File: src/rtl/vid_pkg.sv
// Shared bus encodings, burst length codes and fetch FSM states for the video
// line fetch stage.
package vid_pkg;

    localparam logic [2:0] CMD_IDLE  = 3'b000;
    localparam logic [2:0] CMD_WDATA = 3'b001;
    localparam logic [2:0] CMD_READ  = 3'b010;
    localparam logic [2:0] CMD_RDATA = 3'b011;
    localparam logic [2:0] CMD_WRITE = 3'b100;
    localparam logic [2:0] CMD_WRESP = 3'b101;

    localparam logic [1:0] LEN_1 = 2'b00;
    localparam logic [1:0] LEN_2 = 2'b01;
    localparam logic [1:0] LEN_4 = 2'b10;
    localparam logic [1:0] LEN_8 = 2'b11;

    localparam logic [1:0] REQ_NONE = 2'b00;
    localparam logic [1:0] REQ_BID  = 2'b11;

    typedef enum logic [1:0] {
        IDLE = 2'b00,
        BID  = 2'b01,
        ADDR = 2'b10,
        DATA = 2'b11
    } fetch_state_t;

    // Map a burst beat count onto the lenout encoding; unsupported sizes fall back to 4.
    function automatic logic [1:0] len_code(input int beats);
        case (beats)
            1:       len_code = LEN_1;
            2:       len_code = LEN_2;
            8:       len_code = LEN_8;
            default: len_code = LEN_4;
        endcase
    endfunction

endpackage

File: src/rtl/vid_line_addr_gen.sv
// Line and burst address bookkeeping: tracks the start address of the current
// and next line and the address of the next burst to be fetched.
module vid_line_addr_gen #(
    parameter int BURST_LEN = 4
) (
    input  logic        clk,
    input  logic        reset,
    input  logic        frame_start,
    input  logic        line_start,
    input  logic [31:0] base_address,
    input  logic [31:0] lineinc,
    input  logic        burst_done,
    input  logic        pending_line,
    output logic [31:0] fetch_addr
);

    logic [31:0] next_line_addr;
    logic [31:0] line_addr;
    logic [31:0] start_addr;

    // frame_start arrives together with the first line_start, so that line
    // starts directly at the base address.
    assign start_addr = frame_start ? base_address : next_line_addr;

    always_ff @(posedge clk or posedge reset) begin
        if (reset) begin
            next_line_addr <= '0;
            line_addr      <= '0;
            fetch_addr     <= '0;
        end else begin
            if (line_start) begin
                line_addr      <= start_addr;
                next_line_addr <= start_addr + lineinc;
            end else if (frame_start) begin
                next_line_addr <= base_address;
            end

            // A burst that ends after a new line began restarts at that line.
            if (burst_done) begin
                if (line_start)
                    fetch_addr <= start_addr;
                else if (pending_line)
                    fetch_addr <= line_addr;
                else
                    fetch_addr <= fetch_addr + 32'(4 * BURST_LEN);
            end else if (line_start) begin
                fetch_addr <= start_addr;
            end
        end
    end

endmodule

File: src/rtl/vid_line_fetch.sv
// Bus-master pixel fetch: reads each active line in fixed-length read bursts and
// pushes the low 24 bits of every useful beat into the downstream RGB FIFO.
module vid_line_fetch
    import vid_pkg::*;
#(
    parameter int         FIFO_DEPTH = 16,
    parameter int         BURST_LEN  = 4,
    parameter logic [3:0] MEM_TARGET = 4'b0001
) (
    input  logic        clk,
    input  logic        reset,
    input  logic        enable,
    input  logic        frame_start,
    input  logic        line_start,
    input  logic [31:0] base_address,
    input  logic [31:0] lineinc,
    input  logic [12:0] hsize,
    input  logic [4:0]  fifo_count,
    input  logic        selin,
    input  logic [2:0]  cmdin,
    input  logic [31:0] addrdatain,
    input  logic        ackin,
    output logic [1:0]  reqout,
    output logic [3:0]  reqtar,
    output logic [2:0]  cmdout,
    output logic [1:0]  lenout,
    output logic [31:0] addrdataout,
    output logic        fifo_wr,
    output logic [23:0] fifo_wdata,
    output logic        line_done,
    output logic        busy
);

    fetch_state_t state, state_nx;

    logic [12:0] words_left;
    logic [2:0]  beat_cnt;
    logic        pending_line;
    logic        last_wr;
    logic [31:0] fetch_addr;
    logic        beat;
    logic        keep_beat;
    logic        burst_done;
    logic        room;
    logic        unused_hi;

    assign unused_hi = ^addrdatain[31:24];

    // Handshake: a beat is any DATA-state cycle where the bus selects us with
    // RDATA; other cycles are wait states. The bid is held until ackin.
    assign beat       = (state == DATA) && selin && (cmdin == CMD_RDATA);
    assign keep_beat  = beat && (words_left != 13'd0) && !pending_line && !line_start;
    assign burst_done = beat && (beat_cnt == 3'(BURST_LEN - 1));
    assign room       = (int'(fifo_count) + BURST_LEN) <= FIFO_DEPTH;
    assign busy       = (state != IDLE);

    vid_line_addr_gen #(
        .BURST_LEN(BURST_LEN)
    ) u_addr_gen (
        .clk          (clk),
        .reset        (reset),
        .frame_start  (frame_start),
        .line_start   (line_start),
        .base_address (base_address),
        .lineinc      (lineinc),
        .burst_done   (burst_done),
        .pending_line (pending_line),
        .fetch_addr   (fetch_addr)
    );

    always_ff @(posedge clk or posedge reset) begin
        if (reset)
            state <= IDLE;
        else
            state <= state_nx;
    end

    always_comb begin
        state_nx    = state;
        reqout      = REQ_NONE;
        reqtar      = 4'b0000;
        cmdout      = CMD_IDLE;
        lenout      = 2'b00;
        addrdataout = '0;
        case (state)
            IDLE: begin
                // Hold off while a new line is loading so the bid uses its counters.
                if (enable && (words_left != 13'd0) && room && !line_start)
                    state_nx = BID;
            end
            BID: begin
                reqout = REQ_BID;
                reqtar = MEM_TARGET;
                if (ackin)
                    state_nx = ADDR;
            end
            ADDR: begin
                cmdout      = CMD_READ;
                lenout      = len_code(BURST_LEN);
                addrdataout = fetch_addr;
                state_nx    = DATA;
            end
            DATA: begin
                if (burst_done)
                    state_nx = IDLE;
            end
            default: state_nx = IDLE;
        endcase
    end

    always_ff @(posedge clk or posedge reset) begin
        if (reset) begin
            words_left   <= '0;
            beat_cnt     <= '0;
            pending_line <= 1'b0;
        end else begin
            if (line_start)
                words_left <= hsize;
            else if (keep_beat)
                words_left <= words_left - 13'd1;

            if (state == ADDR)
                beat_cnt <= '0;
            else if (beat)
                beat_cnt <= beat_cnt + 3'd1;

            // Marks an in-flight burst whose remaining beats belong to an old line.
            if (line_start && (state != IDLE))
                pending_line <= 1'b1;
            else if (state == IDLE)
                pending_line <= 1'b0;
        end
    end

    always_ff @(posedge clk or posedge reset) begin
        if (reset) begin
            fifo_wr    <= 1'b0;
            fifo_wdata <= '0;
            last_wr    <= 1'b0;
            line_done  <= 1'b0;
        end else begin
            fifo_wr   <= keep_beat;
            last_wr   <= keep_beat && (words_left == 13'd1);
            line_done <= last_wr;
            if (keep_beat)
                fifo_wdata <= addrdatain[23:0];
        end
    end

endmodule

File: config.mk
export PLATFORM = sky130hd
export DESIGN_NAME = vid_line_fetch
export DESIGN_NICKNAME = d
export VERILOG_FILES = /design/src/rtl/vid_pkg.sv /design/src/rtl/vid_line_addr_gen.sv /design/src/rtl/vid_line_fetch.sv
export SDC_FILE = /design/constraint.sdc
export NUM_CORES = 1
export LEC_CHECK = 0
export ABC_AREA = 1
export CAP_MARGIN = 20
export CORE_MARGIN = 4
export CORE_UTILIZATION = 53
export DETAILED_ROUTE_END_ITERATION = 8
export GPL_TIMING_DRIVEN = 0
export HOLD_SLACK_MARGIN = 0.03
export PLACE_DENSITY_LB_ADDON = 0.1
export SLEW_MARGIN = 20
export SYNTH_ARGS = -nofsm -noshare
export SYNTH_HDL_FRONTEND = slang
export SYNTH_SLANG_ARGS = --single-unit
File: constraint.sdc
create_clock -name clk -period 5.7 [get_ports clk]
set_input_delay 1.14 -clock clk [delete_from_list [all_inputs] [get_ports clk]]
set_output_delay 1.14 -clock clk [all_outputs]
set_load 0.02 [all_outputs]
==> reports/results.txt, run 1 <==
The run finished with clean final reports. On the critical path, the stage with the largest delay is an instance of clkdlybuf4s50_1. The fraction of layout instances using a drive strength above 1 is 5.957%. The tools report the detailed-route via count as 10,040. The share of total power in sequential cells is 31.4%, and the peak per-stage delay on the critical path is 0.59 ns. For this run the aggregate overflow at the end of global routing stands at 0.

The max-slew violation count came out at 0. In this run the worst setup path begins at state[0]. During synthesis, Yosys emitted a total of 0 warnings. The overall routed net length was 30,000 microns.

The library cells used most frequently in the layout, excluding fill and tap cells, are nand2_1, inv_1, clkdlybuf4s50_1, dfrtp_1, nand3_1. The clock arrives with 0.01330 ns of skew. Routability-driven placement congestion ratio: 0.9888. Setup repair after global routing left no endpoint under its margin. The tools report the achievable clock frequency as 0.2509 GHz. The number of antenna violations at the first check in global routing is 1. The number of buffers created by CTS came out at 17. The logs give 4.56 ns for the worst path required time and 28.47% for the global routing usage summed across all routing layers. The synthesized netlist occupies a cell area of 10,020 sq um. The clock transition at the registers of the reported paths was 0.07 ns; the clock group share of total power was 25.6%. The worst register-to-register path has a setup slack of 2.93 ns. The via count of the first global-routing pass came out at 9,563. The cell chosen for the clock root is clkbuf_16.

The net load switching power is 1729 uW. The worst setup path is of the reg2out kind. The first global-routing pass estimated 48,370 microns of wire. Setup violations remaining at the end of the flow were counted as 0. The logs give 43.0% for the part of the total power dissipated in combinational logic and 142 for the CTS sink count. The type of destination of the critical path is an output port. The cell row count came out at 50. The die outline width works out to 145.5 microns. The number of input and output port buffers inserted was 177; the ratio of total power to cell area was 334.1 nW/um^2. The depth of the most critical reg-to-reg path is 11, and the number of vias per cell after detailed routing is 5.109. Sequential cells were found to cover 35.45% of the synthesized design area. The detail route stage leaves a number of antenna-violating nets equal to 0. The startpoint identified for the worst register-to-register timing path is u_addr_gen.next_line_addr[0]. The design draws 4246 uW. Among all flip-flop cells after synthesis, the most frequent one is dfrtp_1.

The logs give 21,180 sq um for the area of the die and 55.12% for the worst-case headroom to the max-slew limit. The first detailed-routing pass ran for 6 iterations. The tools report the total number of nets in the final design as 1,882. At the pin with the least slew margin, the transition time is 0.6732 ns. The worst-case IR drop observed on VDD is 0.2179 mV. The worst setup path is launched from a register. For the internal power contribution, the log shows 2517 uW.

The tool flagged a number of max-cap violations equal to 0. The number of buffers between clock root and the deepest sink was 2; the buffers inserted during post-CTS setup optimization was 0. The number of synthesized flops with an enable pin was 0. The maximum fanout count along the critical path was 10; the initial detailed-routing violation count was 743. The vertical extent of the die came out at 145.5 microns. After detailed routing, the average wire length per cell comes to 15.27 microns. The worst path uses 69.91% of the clock period.

After floorplanning, the core was sized to cover 18,640 sq um. Once the clock tree was built, the resizer swapped 0 gates to a different size. Entering global routing, the biggest net connects 100 pins. The run gives 0 as the count of final hold-check violations. Synthesis produced 1,514 cells. Leaving out fill and tap cells, the most frequent cell in the layout is nand2_1. After synthesis the netlist holds a flip-flop and latch count of 142. The clock period could shrink to 3.985 ns. In this run the number of H-tree levels came out at 4. TritonCTS built the clock tree. The initial cell density of the core came out at 53.77%. The capture instance of the worst register-to-register path was u_addr_gen.next_line_addr[12].

In the synthesized netlist the async set-or-reset flop fraction comes to 100.0%. The number of top-level pins was 194; the count of unique library cells instantiated by Yosys was 43. The switching part of the total works out to 40.71%.

After detailed routing, the number of remaining DRC violations is 0. The class of the tightest hold or removal check is reg2reg. For the worst setup path, the data arrival time is 2.84 ns. The tools report the capture point of the worst path as addrdataout[11].

From synthesis to final layout, the design area changed by 26.75%. The run gives 23,740 microns as the sum of net half-perimeters after detailed placement. At the later pin of the worst-skew pair, clock insertion delay measures 0.44 ns. The mean area per synthesized cell is 6.621 sq um. Hold timing on the final database bottoms out at a slack of 0.3522 ns. The signal on the critical path passes through inv_1, ha_1, clkbuf_1, clkbuf_1, nand2_1, inv_1, clkdlybuf4s50_1. Summed over all cells, the static leakage comes to 0.006838 uW. The cts-stage hold buffer count came out at 0.
per-stage QoR:
step	instances	TNS, ns	utilization (%)	instance area, sq um	worst slack [ns]
floorplan	1519	0	-	10040	0.7504
global placement	1930	-192.38	64.95	12110	-1.374
detailed placement	1931	0	65.13	12140	1.738
CTS	1963	0	68.14	12700	1.695
global route	1964	0	68.15	12710	1.536
finish	1964	0	68.15	12710	1.715
logic make-up (layout without fill, tap and decap cells):
family	after synthesis	count (layout)	synth area share [%]
AOI/OAI and AO/OA	162	162	8.887
xor gates and xnor gates	27	27	2.359
adders and majority gates	42	42	5.317
buffers and inverters	316	526	12.76
DFF	142	142	35.45
muxes	24	24	2.596
other	1	7	0.03741
and+or+nand+nor	800	800	32.60
how the worst min path moves through the flow:
stage	start	to	depth (start not counted)
global route	last_wr	line_done	0
CTS	last_wr	line_done	0
floorplan	last_wr	line_done	0
global placement	last_wr	line_done	0
finish	last_wr	line_done	0
detailed placement	last_wr	line_done	0
sequential cells by signal (all words and copies together) (netlist names):
| signal | count |
|---|---|
| fifo_wdata | 24 |
| fifo_wr | 1 |
| state | 2 |
| pending_line | 1 |
| u_addr_gen.next_line_addr | 32 |
| line_done | 1 |
| u_addr_gen.fetch_addr | 32 |
| beat_cnt | 3 |
| u_addr_gen.line_addr | 32 |
| last_wr | 1 |
| words_left | 13 |
final cells by class:
class | count | area, sq um
Fill cell | 1719 | 5937
Multi-Input combinational cell | 1061 | 5211
Sequential cell | 142 | 3553
Timing Repair Buffer | 178 | 1799
Inverter | 267 | 1012
Clock buffer | 18 | 439.2
Tap cell | 234 | 292.8
Buffer | 49 | 274.0
Clock inverter | 14 | 121.4
Antenna cell | 1 | 2.502
power groups by stage:
stage | clock [uW] | combinational (uW) | sequential (uW)
2_1_floorplan | 0 | 1120 | 1370
3_3_place_gp | 0 | 1780 | 1340
3_5_place_dp | 0 | 1810 | 1350
4_1_cts | 1100 | 1820 | 1330
5_1_grt | 1150 | 2030 | 1360
6_report | 1090 | 1830 | 1330
critical path, delay by kind of cell (launching register included):
family,cells,cell delay (ns)
buffers and inverters,5,1.66
DFF,1,0.42
adders and majority gates,1,0.20
and+or+nand+nor,1,0.12
layer usage:
layer	global-route usage [%]	vias to the layer above	wire [microns]
li1	-	5061	-
met1	37.46	4575	13010
met2	47.93	338	14360
met3	3.986	61	1681
met4	10.83	0	954
met5	0	-	0
cell usage after synthesis, types with 15 or more instances:
master / instances / area (sq um)
a21oi_1: 43 / 215.2
buf_2: 15 / 75.07
dfrtp_1: 142 / 3553
ha_1: 41 / 513.0
inv_1: 261 / 979.7
mux2_2: 16 / 180.2
nand2_1: 569 / 2136
nand3_1: 99 / 495.5
nor2_1: 89 / 334.1
o211ai_1: 17 / 127.6
o21ai_0: 89 / 445.4
xnor2_1: 15 / 131.4
Note: power is estimated with default switching activity, not from simulation.
==> run 2, diff against run 1 <==
--- a/config.mk
+++ b/config.mk
@@ -8,7 +8,7 @@
 export ABC_AREA = 1
 export CAP_MARGIN = 20
 export CORE_MARGIN = 4
-export CORE_UTILIZATION = 53
+export CORE_UTILIZATION = 48
 export DETAILED_ROUTE_END_ITERATION = 8
 export GPL_TIMING_DRIVEN = 0
 export HOLD_SLACK_MARGIN = 0.03
==> constraint.sdc (replaced) <==
create_clock -name clk -period 3.25 [get_ports clk]
set_input_delay 0.65 -clock clk [delete_from_list [all_inputs] [get_ports clk]]
set_output_delay 0.65 -clock clk [all_outputs]
set_load 0.02 [all_outputs]
==> reports/results.txt, run 2 (same netlist as run 1, synthesis figures left out) <==
The flow ran to the end, and the final reports show no timing, DRC or antenna violations. The wire length of the first global-routing pass was 49,090 microns (+1.5%); the count of maximum capacitance violations was 0 (unchanged). The worst path required time came out at 3.57 ns (-0.99 ns).

The share of total power in sequential cells was 31.3% (about the same). The worst-case setup slack after placement came out at -0.2193 ns (-1.957 ns). TritonCTS built the clock tree. The buffers inserted during post-CTS setup optimization came out at 0 (unchanged).

The die outline width is 152.5 microns (+4.8%). The largest registers in the layout are u_addr_gen.fetch_addr: 32 flops, u_addr_gen.line_addr: 32 flops, u_addr_gen.next_line_addr: 32 flops. For the number of buffers created by CTS, the log shows 17 (unchanged). The worst-case headroom to the max-slew limit came out at 55.76% (+0.64 points). The slew at the pin closest to its max-slew limit is 0.6636 ns (-0.009531 ns). The signal on the critical path passes through buf_2, buf_2, buf_2, nand2_1, o21ai_0, inv_1, ha_1, nand2_1, nor2_1, and2_1, nand2_1, nand2_1, nand2_1, nand2_1, nand2_1, nand3_1, nand2_1.

The clock group share of total power is 25.5% (about the same). Worst path arrival time: 3.37 ns (+0.53 ns). The routability-driven placement congestion ratio is 0.9511 (-3.8%). The maximum fanout count along the critical path came out at 10 (unchanged). Number of DRC violations after detailed routing: 0 (unchanged). The library cell used most frequently in the layout, excluding fill and tap cells, is nand2_1. Setup repair after global routing left no endpoint under its margin. The clock transition at the registers of the reported paths was 0.06 ns (about the same); the via count of the first global-routing pass was 9,452 (-1.2%). For the count of final hold-check violations, the log shows 0 (unchanged).

The peak ir drop on the vdd network is 0.3636 mV (+67%), and the total core area is 20,360 sq um (+9.2%). The startpoint type of the worst setup path is an input port. The setup slack of the critical path after layout is 0.2008 ns (-1.514 ns). The vertical extent of the die was 152.5 microns (+4.8%). The tools report the number of antenna violations at the first check in global routing as 2 (+1). The minimum hold slack was 0.3554 ns (+0.003201 ns). The fraction of the core area covered by cells at the end of the flow was 63.01% (-5.1 points); the total global routing overflow was 0 (unchanged). The tools report the setup clock skew after layout as 0.009445 ns (-0.003855 ns).

For the overall routed net length, the log shows 30,770 microns (+2.6%). The max-slew violation count came out at 0 (unchanged). The CTS sink count was 142 (unchanged); the clock latency reported for the late side of the worst-skew pair was 0.43 ns (about the same).

The run gives 1,886 (+0.21%) as the total number of nets in the final design. The number of nets with antenna violations after routing came out at 0 (unchanged). The number of buffers between clock root and the deepest sink was 2 (unchanged).

The part of the total power dissipated in combinational logic came out at 43.2% (+0.2 points). Among all stages on the critical path, the largest delay is contributed by ha_1. The period utilization is 93.82%. The number of top-level pins is 194 (unchanged), and the net load switching power is 2987 uW (+73%). The detailed-routing iteration count for the pre-antenna-repair pass is 5 (-1). Cell with the most instances on the worst path: nand2_1. The internal power contribution was 4476 uW (+78%). Class of the tightest hold or removal check: reg2reg. The critical path class was in2reg.

For the detailed-route via count, the log shows 10,060 (+0.29%). The run gives 1,971 (+2.1%) as the count of placed standard cells including taps. The layout-stage area growth over the synthesis result is 28.01%. The number of standard cells in the layout, taps in and fillers out is 2,005 (+2.1%). The logs give 32 (-68%) for the pin count of the biggest net entering global routing and 0.006866 uW (+0.42%) for the static leakage.

Peak per-stage delay on the critical path: 0.39 ns (-0.20 ns). The final critical path time including I/O delays and setup works out to 3.049 ns. The cell row count is 52 (+4.0%), and the number of vias per cell after detailed routing is 5.019 (-1.8%). In the layout the commonest cells are nand2_1, inv_1, clkdlybuf4s50_1, dfrtp_1, nand3_1. Cell chosen for the clock root: clkbuf_16. The worst setup path is captured at a register. The area of the die was 23,260 sq um (+9.8%). The global routing usage summed across all routing layers is 26.27% (-2.2 points), and the total of endpoints with negative setup slack in the final report is 0 (unchanged). The average wire length per cell after detail routing was 15.35 microns (+0.47%); the H-tree level count was 4 (unchanged).

The initial cell density of the core was 49.23% (-4.5 points); the sum of net half-perimeters after detailed placement was 24,770 microns (+4.3%). The initial detailed-routing violation count is 701 (-5.7%). The switching part of the total came out at 40.03% (-0.69 points).

Ratio of total power to cell area: 581.6 nW/um^2 (+74%). The number of input and output port buffers inserted works out to 177 (unchanged). The tools report the achievable clock frequency as 0.3280 GHz. The fraction of layout instances using a drive strength above 1 came out at 6.347% (+0.39 points).
==> run 2: path summary, 6_finish.rpt <==
check	startpoint	to	slack, ns	cells past startpoint
max in group asynchronous	reset	u_addr_gen.next_line_addr[12]	1.95	5
hold / removal	last_wr	line_done	0.36	0
setup / recovery	frame_start	u_addr_gen.next_line_addr[23]	0.20	17
hold reg to reg	last_wr	line_done	0.36	0
setup reg to reg	u_addr_gen.next_line_addr[0]	u_addr_gen.next_line_addr[12]	0.51	11
min in group asynchronous	reset	fifo_wdata[8]	0.46	2
==> run 2: layer usage <==
metal	vias up	part of all wire, %	track usage (%)	wire length [microns]
met1	4617	44	35.75	13620
li1	5085	-	-	-
met4	0	2.4	8.273	741
met3	47	5.6	3.976	1737
met5	-	0	0	0
met2	315	48	43.44	14670
==> run 2: through the flow <==
stage               instance area, sq um  total power [uW]  setup TNS, ns
global placement                   12160              5497         -85.14
global route                       12830              7978              0
CTS                                12820              7477              0
finish                             12830              7463              0
floorplan                          10050              4355              0
detailed placement                 12260              5560         -1.184
==> run 2: worst max-delay path: cells and delay by family <==
family	cells	cell delay (ns)
AOI/OAI and AO/OA	1	0.13
adders and majority gates	1	0.39
buffers and inverters	4	0.99
and+or+nand+nor	11	1.18
==> run 2: final cells by class <==
cell class / count / area [sq um]
well taps: 270 / 337.8
plain buffers: 49 / 281.5
flip-flops and latches: 142 / 3553
clock buffers: 18 / 429.2
diodes: 2 / 5.005
inverters: 267 / 1008
fillers: 1965 / 7532
repair buffers: 182 / 1872
multi-input cells: 1061 / 5211
clock inverters: 14 / 133.9
==> run 2: timing repair <==
item | in CTS | in global routing
endpoints found under the setup margin | 30 | 21
hold buffers | 0 | 0
hold endpoints to repair | 0 | 0
gates resized for setup | 2 | 6
==> run 2: power by group through the flow <==
stage / Clock [uW] / Sequential, uW / Combinational [uW]
after floorplan: 0 / 2400 / 1960
after global placement: 0 / 2350 / 3150
after detailed placement: 0 / 2360 / 3200
after CTS: 1930 / 2330 / 3220
after global routing: 2020 / 2380 / 3580
final: 1900 / 2330 / 3230
==> run 3, diff against run 2 <==
--- a/config.mk
+++ b/config.mk
@@ -8,7 +8,8 @@
 export ABC_AREA = 1
 export CAP_MARGIN = 20
 export CORE_MARGIN = 4
-export CORE_UTILIZATION = 48
+export CORE_UTILIZATION = 49
+export CTS_BUF_LIST = sky130_fd_sc_hd__clkbuf_4 sky130_fd_sc_hd__clkbuf_8
 export DETAILED_ROUTE_END_ITERATION = 8
 export GPL_TIMING_DRIVEN = 0
 export HOLD_SLACK_MARGIN = 0.03
==> constraint.sdc (replaced) <==
create_clock -name clk -period 3.25 [get_ports clk]
set_input_delay 0.65 -clock clk [delete_from_list [all_inputs] [get_ports clk]]
set_output_delay 0.65 -clock clk [all_outputs]
set_load 0.1 [all_outputs]
==> reports/results.txt, run 3 (same netlist as run 1, synthesis figures left out) <==
In the layout the commonest cells are nand2_1, inv_1, clkdlybuf4s50_1, dfrtp_1, nand3_1. In the final layout, the registers with the most flip-flops are u_addr_gen.fetch_addr: 32 flops, u_addr_gen.line_addr: 32 flops, u_addr_gen.next_line_addr: 32 flops. For the pin count of the biggest net entering global routing, the log shows 31 (-3.1%). The worst path arrival time is 2.45 ns (-0.92 ns).

For the worst-case headroom to the max-slew limit, the log shows 32.64% (-23 points). For the number of top-level pins, the log shows 194 (unchanged). The wire length of the first global-routing pass came out at 48,740 microns (-0.72%). The peak ir drop on the vdd network is 0.3606 mV (-0.82%). The tools report the total of endpoints with negative setup slack in the final report as 0 (unchanged). The tools report the CTS sink count as 142 (unchanged). The max-slew violation count is 0 (unchanged). The peak per-stage delay on the critical path is 1.11 ns (+0.72 ns), and the number of DRC violations after detailed routing is 0 (unchanged). The run gives 20,170 sq um (-0.96%) as the total core area. Detailed-routing iteration count for the pre-antenna-repair pass: 5 (unchanged). The overall routed net length was 31,280 microns (+1.7%). The number of antenna violations at the first check in global routing is 1 (-1), and the die outline width is 151.0 microns (-0.97%). Setup clock skew after layout: 0.01516 ns (+0.005719 ns). The run gives 49.70% (+0.48 points) as the initial cell density of the core. The count of maximum capacitance violations was 0 (unchanged). For the sum of net half-perimeters after detailed placement, the log shows 24,920 microns (+0.60%). The hold-critical path endpoint was line_done. The worst hold path belongs to the class reg2reg. The worst hold path stage count came out at 0 (unchanged). The H-tree level count was 4 (unchanged).

The number of vias per cell after detailed routing works out to 5.029 (+0.20%). For the fraction of the core area covered by cells at the end of the flow, the log shows 62.10% (-0.91 points). The run gives 0 (unchanged) as the count of final hold-check violations. The ratio of total power to cell area was 673.0 nW/um^2 (+16%); the global routing met2 resource utilization was 45.68% (+2.2 points). The tools report the routability-driven placement congestion ratio as 0.9702 (+2.0%).

The slowest stage of the critical path is the clkdlybuf4s50_1 cell. The slew at the pin closest to its max-slew limit works out to 1.007 ns (+0.3436 ns). The static leakage was 0.006846 uW (-0.30%).

The average wire length per cell after detail routing is 15.61 microns (+1.7%), and the area of the die is 22,810 sq um (-1.9%). The most common cell after layout, fill and taps aside is nand2_1. STA classifies the critical path endpoint as an output port.

Compared with the post-synthesis result, the final layout area differs by 24.95%. The via count of the first global-routing pass is 9,414 (-0.40%). The worst-case setup slack after placement was -0.3288 ns (-0.1095 ns); the depth of the most critical reg-to-reg path was 11 (unchanged). For the buffers inserted during post-CTS setup optimization, the log shows 0 (unchanged). For the slack of the worst reg-to-reg path, the log shows 0.45 ns (-0.06 ns). TritonCTS built the clock tree. The worst reg2reg path startpoint is u_addr_gen.next_line_addr[0].

The logs give 0.47 ns (+0.04 ns) for the clock latency reported for the late side of the worst-skew pair and 687 (-2.0%) for the initial detailed-routing violation count. The number of input and output port buffers inserted works out to 177 (unchanged). The period utilization was 95.48% (+1.7 points). The flow ran to the end, and the final reports show no timing, DRC or antenna violations. The global routing met3 resource utilization is 3.770% (-0.21 points), and the number of buffers created by CTS is 17 (unchanged).

The tools report the achievable clock frequency as 0.3223 GHz (-1.7%). The setup slack of the critical path after layout is 0.1471 ns (-0.05370 ns), and the detailed-route via count is 10,080 (+0.15%). The family of cells with the greatest summed delay on the critical path is buffers and inverters. STA classifies the critical path startpoint as a register. The startpoint of the tightest hold check path was last_wr. The fraction of met1 tracks used by global routing was 37.73% (+2.0 points). The final critical path time including I/O delays and setup is 3.103 ns (+0.05370 ns). The run gives 2,004 (-0.050%) as the number of standard cells in the layout, taps in and fillers out.

The worst register-to-register path ends at u_addr_gen.next_line_addr[12]. The run gives 0 (unchanged) as the cts-stage hold buffer count. The vertical extent of the die came out at 151.0 microns (-0.97%).

The clock transition at the registers of the reported paths was 0.09 ns (+0.03 ns). The cell chosen for the clock root was clkbuf_8. Setup repair after global routing left no endpoint under its margin.

The critical path is of the reg2out type. The total number of nets in the final design was 1,886 (unchanged). The fraction of layout instances using a drive strength above 1 is 8.194% (+1.8 points), and the total global routing overflow is 0 (unchanged). The most utilized layer in the global route result was met2. The number of buffers between clock root and the deepest sink was 2 (unchanged); the worst path buffer plus inverter count was 3 (-1).

The cell row count came out at 52 (unchanged). The maximum fanout count along the critical path is 4 (-6), and the worst path required time is 2.60 ns (-0.97 ns). The tools report the global routing usage summed across all routing layers as 27.55% (+1.3 points). Traced cell by cell, the critical path runs through inv_1, ha_1, buf_4, clkdlybuf4s50_1. The logs give 1,971 (unchanged) for the count of placed standard cells including taps and 0 (unchanged) for the number of nets with antenna violations after routing.

For the sum of negative setup slack, the log shows 0 ns (unchanged).
[run 3: worst register-to-register path, cell delays in order, from the launching register on]
cell	delay (ns)
dfrtp_1	0.38
o21ai_0	0.27
inv_1	0.13
ha_1	0.28
fa_1	0.50
nand3_1	0.13
nand3_1	0.19
nand3_1	0.13
nand3_1	0.14
or2_2	0.31
nand3_1	0.12
o21ai_0	0.10
[run 3: routing by layer]
| metal | vias up | wire (microns) | part of all wire [%] |
|---|---|---|---|
| li1 | 5070 | - | - |
| met1 | 4664 | 13670 | 44 |
| met2 | 309 | 15330 | 49 |
| met3 | 36 | 1782 | 5.7 |
| met4 | 0 | 497 | 1.6 |
| met5 | - | 0 | 0 |
[run 3: cell type report]
cell class | instances | area [sq um]
clock inverter | 13 | 155.1
tap | 270 | 337.8
timing repair buffer | 182 | 1724
antenna | 1 | 2.502
fill | 1960 | 7644
sequential | 142 | 3553
multi-input combinational | 1061 | 5211
buffer | 49 | 277.8
clock buffer | 19 | 255.2
inverter | 267 | 1008
[run 3: timing repair]
action                                  4_1_cts  5_1_grt
gates resized for setup                     158        2
endpoints found under the setup margin       32       29
cloned                                        0        0
[run 3: stage by stage]
stage	hold slack (ns)	total power (uW)	instance area (sq um)
after global routing	0.3623	8906	12530
after floorplan	0.3312	5799	10050
final	0.3578	8430	12530
after global placement	0.3419	6945	12160
after detailed placement	0.3387	7025	12260
after CTS	0.3588	8432	12520
[run 3: worst max path at each step]
stage / startpoint / end / depth (start not counted)
after floorplan: state[0] / addrdataout[10] / 6
after global placement: reset / u_addr_gen.next_line_addr[14] / 2
after detailed placement: state[0] / addrdataout[2] / 7
after CTS: state[0] / addrdataout[16] / 7
after global routing: frame_start / u_addr_gen.next_line_addr[12] / 14
final: state[1] / reqout[1] / 4
[run 3: where the power goes]
part,total (uW),internal (uW),switching [uW]
logic,4600,1170,3420
registers,2330,2110,215
clock network,1510,728,779
